===== config.mk =====
export PLATFORM = sky130hd
export DESIGN_NAME = fpu_f2i_converter
export DESIGN_NICKNAME = d
export VERILOG_FILES = /design/src/rtl/fpu_f2i_converter.sv
export SDC_FILE = /design/constraint.sdc
export NUM_CORES = 1
export LEC_CHECK = 0
export BUFFER_PORTS_ARGS = -buffer_cell sky130_fd_sc_hd__buf_2
export CORE_AREA = 2 2 154 268
export DETAILED_ROUTE_END_ITERATION = 8
export DIE_AREA = 0 0 156 270
export SYNTH_ARGS = -nofsm -noshare
export SYNTH_HDL_FRONTEND = slang
export SYNTH_SLANG_ARGS = --single-unit
export TNS_END_PERCENT = 5

===== constraint.sdc =====
create_clock -name clk -period 6.1 [get_ports clk]
set_input_delay 0.61 -clock clk [delete_from_list [all_inputs] [get_ports clk]]
set_output_delay 0.61 -clock clk [all_outputs]
set_load 0.02 [all_outputs]

===== src/rtl/fpu_f2i_converter.sv =====
// rtl/fpu_f2i_converter.sv - multi-cycle FCVT.W.S / FCVT.WU.S float-to-integer converter
// Iterative right shifter (SHIFT_STEP bits/cycle) followed by a single RISC-V rounding/saturation cycle.
module fpu_f2i_converter #(
  parameter int SHIFT_STEP = 8
) (
  input  logic        clk,
  input  logic        rst,
  input  logic        start,
  input  logic [31:0] op_a,
  input  logic        unsigned_op,
  input  logic [2:0]  rm,
  output logic        busy,
  output logic        done,
  output logic [31:0] result,
  output logic        flag_nv,
  output logic        flag_nx
);

  localparam logic [1:0] S_IDLE  = 2'd0;
  localparam logic [1:0] S_SHIFT = 2'd1;
  localparam logic [1:0] S_ROUND = 2'd2;

  localparam logic [4:0] STEP    = 5'(SHIFT_STEP);
  localparam logic [4:0] REM_MAX = 5'd26;

  logic [1:0]  state_q, state_d;
  logic [31:0] int_q, int_d;
  logic        g_q, g_d;
  logic        sb_q, sb_d;
  logic [4:0]  rem_q, rem_d;
  logic        sign_q, sign_d;
  logic        uns_q, uns_d;
  logic [2:0]  rm_q, rm_d;
  logic        sat_q, sat_d;
  logic        sat_neg_q, sat_neg_d;
  logic [31:0] res_q, res_d;
  logic        nv_q, nv_d;
  logic        nx_q, nx_d;
  logic        done_q, done_d;

  // Operand decode for the load cycle
  logic        ld_s;
  logic [7:0]  ld_e;
  logic [22:0] ld_f;
  logic [23:0] ld_m;
  logic        ld_nan;
  logic        ld_sat;
  logic        ld_big;
  logic [7:0]  ld_diff;
  logic [4:0]  ld_rem;
  logic [31:0] ld_int;

  assign ld_s    = op_a[31];
  assign ld_e    = op_a[30:23];
  assign ld_f    = op_a[22:0];
  assign ld_m    = {(ld_e != 8'd0), ld_f};
  assign ld_nan  = (ld_e == 8'd255) && (ld_f != 23'd0);
  assign ld_sat  = (ld_e >= 8'd159);
  assign ld_big  = (ld_e >= 8'd150);
  assign ld_diff = 8'd150 - ld_e;

  always_comb begin
    ld_int = {8'd0, ld_m};
    ld_rem = 5'd0;
    if (ld_sat) begin
      ld_int = 32'd0;
    end else if (ld_big) begin
      ld_int = {8'd0, ld_m} << (ld_e - 8'd150);
    end else begin
      ld_rem = (ld_diff > 8'd26) ? REM_MAX : ld_diff[4:0];
    end
  end

  // One shift step of k bits; the bit just below the new LSB becomes guard
  logic [4:0]  sh_k;
  logic [4:0]  sh_km1;
  logic [31:0] sh_pre;
  logic [31:0] sh_mask;
  logic        sh_g;
  logic        sh_sb;
  logic [31:0] sh_int;
  logic [4:0]  sh_rem;

  assign sh_k    = (rem_q < STEP) ? rem_q : STEP;
  assign sh_km1  = sh_k - 5'd1;
  assign sh_pre  = int_q >> sh_km1;
  assign sh_mask = (32'd1 << sh_km1) - 32'd1;
  assign sh_g    = sh_pre[0];
  assign sh_sb   = sb_q | g_q | (|(int_q & sh_mask));
  assign sh_int  = sh_pre >> 1;
  assign sh_rem  = rem_q - sh_k;

  // Rounding increment and saturation
  logic        rnd_inc;
  logic [32:0] rnd_mag;
  logic [31:0] rnd_res;
  logic        rnd_nv;
  logic        rnd_nx;

  always_comb begin
    case (rm_q)
      3'b001:  rnd_inc = 1'b0;
      3'b010:  rnd_inc = sign_q & (g_q | sb_q);
      3'b011:  rnd_inc = ~sign_q & (g_q | sb_q);
      3'b100:  rnd_inc = g_q;
      default: rnd_inc = g_q & (sb_q | int_q[0]);
    endcase
  end

  assign rnd_mag = {1'b0, int_q} + {32'd0, rnd_inc};

  always_comb begin
    rnd_res = 32'd0;
    rnd_nv  = 1'b0;
    if (sat_q) begin
      rnd_nv = 1'b1;
      if (uns_q) begin
        rnd_res = sat_neg_q ? 32'h0000_0000 : 32'hFFFF_FFFF;
      end else begin
        rnd_res = sat_neg_q ? 32'h8000_0000 : 32'h7FFF_FFFF;
      end
    end else if (uns_q) begin
      if (rnd_mag > 33'h0_FFFF_FFFF) begin
        rnd_res = 32'hFFFF_FFFF;
        rnd_nv  = 1'b1;
      end else if (sign_q && (rnd_mag != 33'd0)) begin
        rnd_res = 32'h0000_0000;
        rnd_nv  = 1'b1;
      end else begin
        rnd_res = rnd_mag[31:0];
      end
    end else begin
      if (!sign_q && (rnd_mag > 33'h0_7FFF_FFFF)) begin
        rnd_res = 32'h7FFF_FFFF;
        rnd_nv  = 1'b1;
      end else if (sign_q && (rnd_mag > 33'h0_8000_0000)) begin
        rnd_res = 32'h8000_0000;
        rnd_nv  = 1'b1;
      end else begin
        rnd_res = sign_q ? (32'd0 - rnd_mag[31:0]) : rnd_mag[31:0];
      end
    end
    rnd_nx = rnd_nv ? 1'b0 : (g_q | sb_q);
  end

  always_comb begin
    state_d   = state_q;
    int_d     = int_q;
    g_d       = g_q;
    sb_d      = sb_q;
    rem_d     = rem_q;
    sign_d    = sign_q;
    uns_d     = uns_q;
    rm_d      = rm_q;
    sat_d     = sat_q;
    sat_neg_d = sat_neg_q;
    res_d     = res_q;
    nv_d      = nv_q;
    nx_d      = nx_q;
    done_d    = 1'b0;
    case (state_q)
      S_IDLE: begin
        if (start) begin
          int_d     = ld_int;
          g_d       = 1'b0;
          sb_d      = 1'b0;
          rem_d     = ld_rem;
          sign_d    = ld_s;
          uns_d     = unsigned_op;
          rm_d      = rm;
          sat_d     = ld_sat;
          sat_neg_d = ld_s & ~ld_nan;
          state_d   = (ld_rem != 5'd0) ? S_SHIFT : S_ROUND;
        end
      end
      S_SHIFT: begin
        int_d = sh_int;
        g_d   = sh_g;
        sb_d  = sh_sb;
        rem_d = sh_rem;
        if (sh_rem == 5'd0) begin
          state_d = S_ROUND;
        end
      end
      S_ROUND: begin
        res_d   = rnd_res;
        nv_d    = rnd_nv;
        nx_d    = rnd_nx;
        done_d  = 1'b1;
        state_d = S_IDLE;
      end
      default: state_d = S_IDLE;
    endcase
  end

  always_ff @(posedge clk) begin
    if (rst) begin
      state_q   <= S_IDLE;
      int_q     <= 32'd0;
      g_q       <= 1'b0;
      sb_q      <= 1'b0;
      rem_q     <= 5'd0;
      sign_q    <= 1'b0;
      uns_q     <= 1'b0;
      rm_q      <= 3'd0;
      sat_q     <= 1'b0;
      sat_neg_q <= 1'b0;
      res_q     <= 32'd0;
      nv_q      <= 1'b0;
      nx_q      <= 1'b0;
      done_q    <= 1'b0;
    end else begin
      state_q   <= state_d;
      int_q     <= int_d;
      g_q       <= g_d;
      sb_q      <= sb_d;
      rem_q     <= rem_d;
      sign_q    <= sign_d;
      uns_q     <= uns_d;
      rm_q      <= rm_d;
      sat_q     <= sat_d;
      sat_neg_q <= sat_neg_d;
      res_q     <= res_d;
      nv_q      <= nv_d;
      nx_q      <= nx_d;
      done_q    <= done_d;
    end
  end

  assign busy    = (state_q != S_IDLE);
  assign done    = done_q;
  assign result  = res_q;
  assign flag_nv = nv_q;
  assign flag_nx = nx_q;

endmodule

==> results_dict.tcl <==
set metrics [dict create \
    reg2reg_from "int_q[0]" \
    hold_start "unsigned_op" \
    synth_top_cell_area_share_pct 15.6 \
    ys_ff_latch 83 \
    antenna_left 0 \
    required_ns 6.39 \
    die_area_sq_um 42100 \
    place_area_sq_um 11300 \
    utilization_pct 29.1 \
    syn_inst 1507 \
    synthTopCellsByArea "dfxtp_1 16%, mux2i_1 10%, nand2_1 6.3%, o21ai_0 5.1%, a21oi_1 4.8%" \
    post-place-ws_ns 0.911 \
    cts_buffer_depth 2 \
    crit_type "reg -> reg" \
    status "completed" \
    cts_root_buf "clkbuf_16" \
    worst_pin_slew_ns 1.32 \
    area_delta_synth_final_pct 9.17 \
    routed_wl_mm 45.8 \
    rsz0062_at_grt "no" \
    tns_ns 0 \
    htree_levels 3 \
    hold_path_end "uns_q" \
    ys_async_sr_fraction_pct 0 \
    dieHeight_microns 270 \
    multi_input_area_sq_um 8330 \
    area.sequential_sq_um 1660 \
    num_vias 12300 \
    diodes 0 \
    dieWidth_microns 156 \
    yosys_warnings 0 \
    post-route-period-util_pct 85.7 \
    path_max_fanout 21 \
    clkLatencyLatePin_ns 0.38 \
    hold_buffers 0 \
    cts.sinks 83 \
    hold_slack_ns 0.471 \
    grt_pass1_wl_mm 70.4 \
    skew_ns 0.0132 \
    start_kind "flop" \
    r2r_slack_ns 0.87 \
    fillCellCount 4372 \
    ios 75 \
    yosys.area.top_type "dfxtp_1" \
    start_util_pct 26.7 \
    end_kind "flop" \
    rows 97 \
    viasPerCell 6.19 \
    track_usage_pct 21.4 \
    postCtsSetupBuffers 0 \
    arrival_ns 5.51 \
    fin_crit_ns 5.23 \
    antenna_found_initial 0 \
    grt_max_degree 51 \
    cts_buffers 9 \
    slew_violations 0 \
    powerDensity_nw_per_um2 283 \
    rr_worst_depth 16 \
    overflow 0 \
    synth_cell_types 91 \
    drc 0 \
    drive_above_1_share_pct 12.9 \
    io_buffers 74 \
    rr_endpoint "result[30]" \
    cp-startpoint "int_q[0]" \
    drtIter0Drc 1138 \
    tritoncts "done" \
    peakVddDrop_uv 143 \
    syn_area_sq_um 10700 \
    drv_cap 0 \
    grt_pass1_vias 11900 \
    max_freq_mhz 191 \
    ys.flop_type "dfxtp_1" \
    hold_viol_final 0 \
    cts_resized 0 \
    synth_edf_count 0 \
    core_area_sq_um 39900 \
    place_congestion 1.02 \
    syn_nets 1565 \
    finalNetCount 1541 \
    p_leak_uw 0.00413 \
    fin_ws_ns 0.875 \
    hold_path_class "in -> reg" \
    yosysSeqAreaShare_pct 15.6 \
    path_clk_slew_ns 0.07 \
    hold_depth 3 \
    setup_viol 0 \
    first_pass_iters 6 \
    hpwl_mm 35.3 \
    postLayoutCellArea_sq_um 11600 \
    max_slew_margin_pct 10.9 \
    syn_area_per_cell_sq_um 7.07 \
    post_drt_wl_per_cell_microns 23.1 \
]
[critical path, stage by stage (launching register included)]
cell and delay, ns:
dfxtp_1 0.44, nor3_1 0.09, o31ai_1 0.20, a21oi_1 0.10, nor2_1 0.11, ha_1 0.37
ha_1 0.44, nand3_1 0.12, buf_4 0.19, o21a_1 0.20, or4_4 0.58, nor4_4 0.45
nand4_4 0.25, or4b_4 0.61, a31oi_4 0.57, o41ai_1 0.15, a211oi_1 0.24
[through the flow]
step                std cells  total power (uW)
floorplan                1507              2050
global placement         1967              2590
detailed placement       1967              2600
CTS                      1983              3240
global route             1983              3470
finish                   1983              3290
[synth_stat cells, types with 11 or more instances]
| library cell | n |
|---|---|
| nand2_1 | 180 |
| nand3_1 | 45 |
| a21oi_1 | 103 |
| and2_1 | 17 |
| nor4_1 | 31 |
| o211ai_1 | 15 |
| nor3_1 | 48 |
| and3_1 | 18 |
| o21ai_0 | 109 |
| ha_1 | 19 |
| nor2b_1 | 13 |
| a311oi_1 | 11 |
| mux2i_1 | 106 |
| and4_1 | 12 |
| or2_2 | 16 |
| nand4_1 | 20 |
| a31oi_1 | 29 |
| buf_2 | 16 |
| xor2_1 | 18 |
| inv_1 | 26 |
| o22ai_1 | 16 |
| o21ai_1 | 14 |
| a211oi_1 | 14 |
| nor2_1 | 123 |
| mux4_2 | 14 |
| or4_1 | 12 |
| o21a_1 | 11 |
| clkbuf_1 | 94 |
| nand2b_1 | 13 |
| or3_1 | 12 |
| buf_1 | 16 |
| a22oi_1 | 11 |
| xnor2_1 | 27 |
| o31ai_1 | 17 |
| a221oi_1 | 13 |
| dfxtp_1 | 83 |
[worst max-delay path by stage]
| stage | slack, ns | endpoint |
|---|---|---|
| 2_1_floorplan | 0.93 | sb_q |
| 3_3_place_gp | 1.07 | result[29] |
| 3_5_place_dp | 0.91 | result[30] |
| 4_1_cts | 0.91 | result[30] |
| 5_1_grt | 0.48 | result[29] |
| 6_report | 0.87 | result[30] |
[layout make-up]
class / instances / share of cell area [%]
Sequential cell: 83 / 14.3
Inverter: 29 / 0.936
Timing Repair Buffer: 102 / 4.99
Multi-Input combinational cell: 1258 / 71.6
Tap cell: 495 / 5.33
Clock buffer: 9 / 1.94
Clock inverter: 7 / 0.915
[layout by cell type, fill, tap and decap left out, drive strengths merged, types with 27 or more instances in the layout]
cell type / n
a21oi: 103
a31oi: 30
buf: 102
dfxtp: 83
inv: 30
mux2i: 106
nand2: 180
nand3: 46
nor2: 123
nor3: 49
nor4: 37
o21ai: 124
xnor2: 27
[where the power goes]
group | total [uW] | leakage [uW] | switching [uW] | internal (uW)
Combinational | 1830 | 0.00329 | 1200 | 627
Sequential | 819 | 0.000681 | 185 | 634
Clock | 644 | 0.000163 | 277 | 366
Total | 3290 | 0.00413 | 1660 | 1630
[layer usage]
metal	GRT usage (%)	share of wire, %	wire length, microns
met4	15.9	8.3	3780
met1	22.3	36	16400
met5	0	0	0
met2	38.5	50	23100
met3	2.84	5.6	2570
[cell families (layout without fill, tap and decap cells)]
family | count (synthesis) | count (layout) | synth area share, %
buffers and inverters | 166 | 147 | 6.38
xor gates and xnor gates | 45 | 45 | 3.70
adders and majority gates | 19 | 19 | 2.23
other | 1 | 1 | 0.0352
muxes | 129 | 129 | 13.9
and+or+nand+nor | 596 | 596 | 29.1
AOI/OAI and AO/OA | 468 | 468 | 29.1
DFF | 83 | 83 | 15.6
[flip-flops by register name (all words and copies together), names as in the netlist]
name / count
rem_q: 5
sb_q: 1
flag_nv: 1
sat_q: 1
done: 1
rm_q: 3
sat_neg_q: 1
g_q: 1
flag_nx: 1
int_q: 32
state_q: 2
sign_q: 1
result: 32
uns_q: 1
Note: power is estimated with default switching activity, not from simulation.
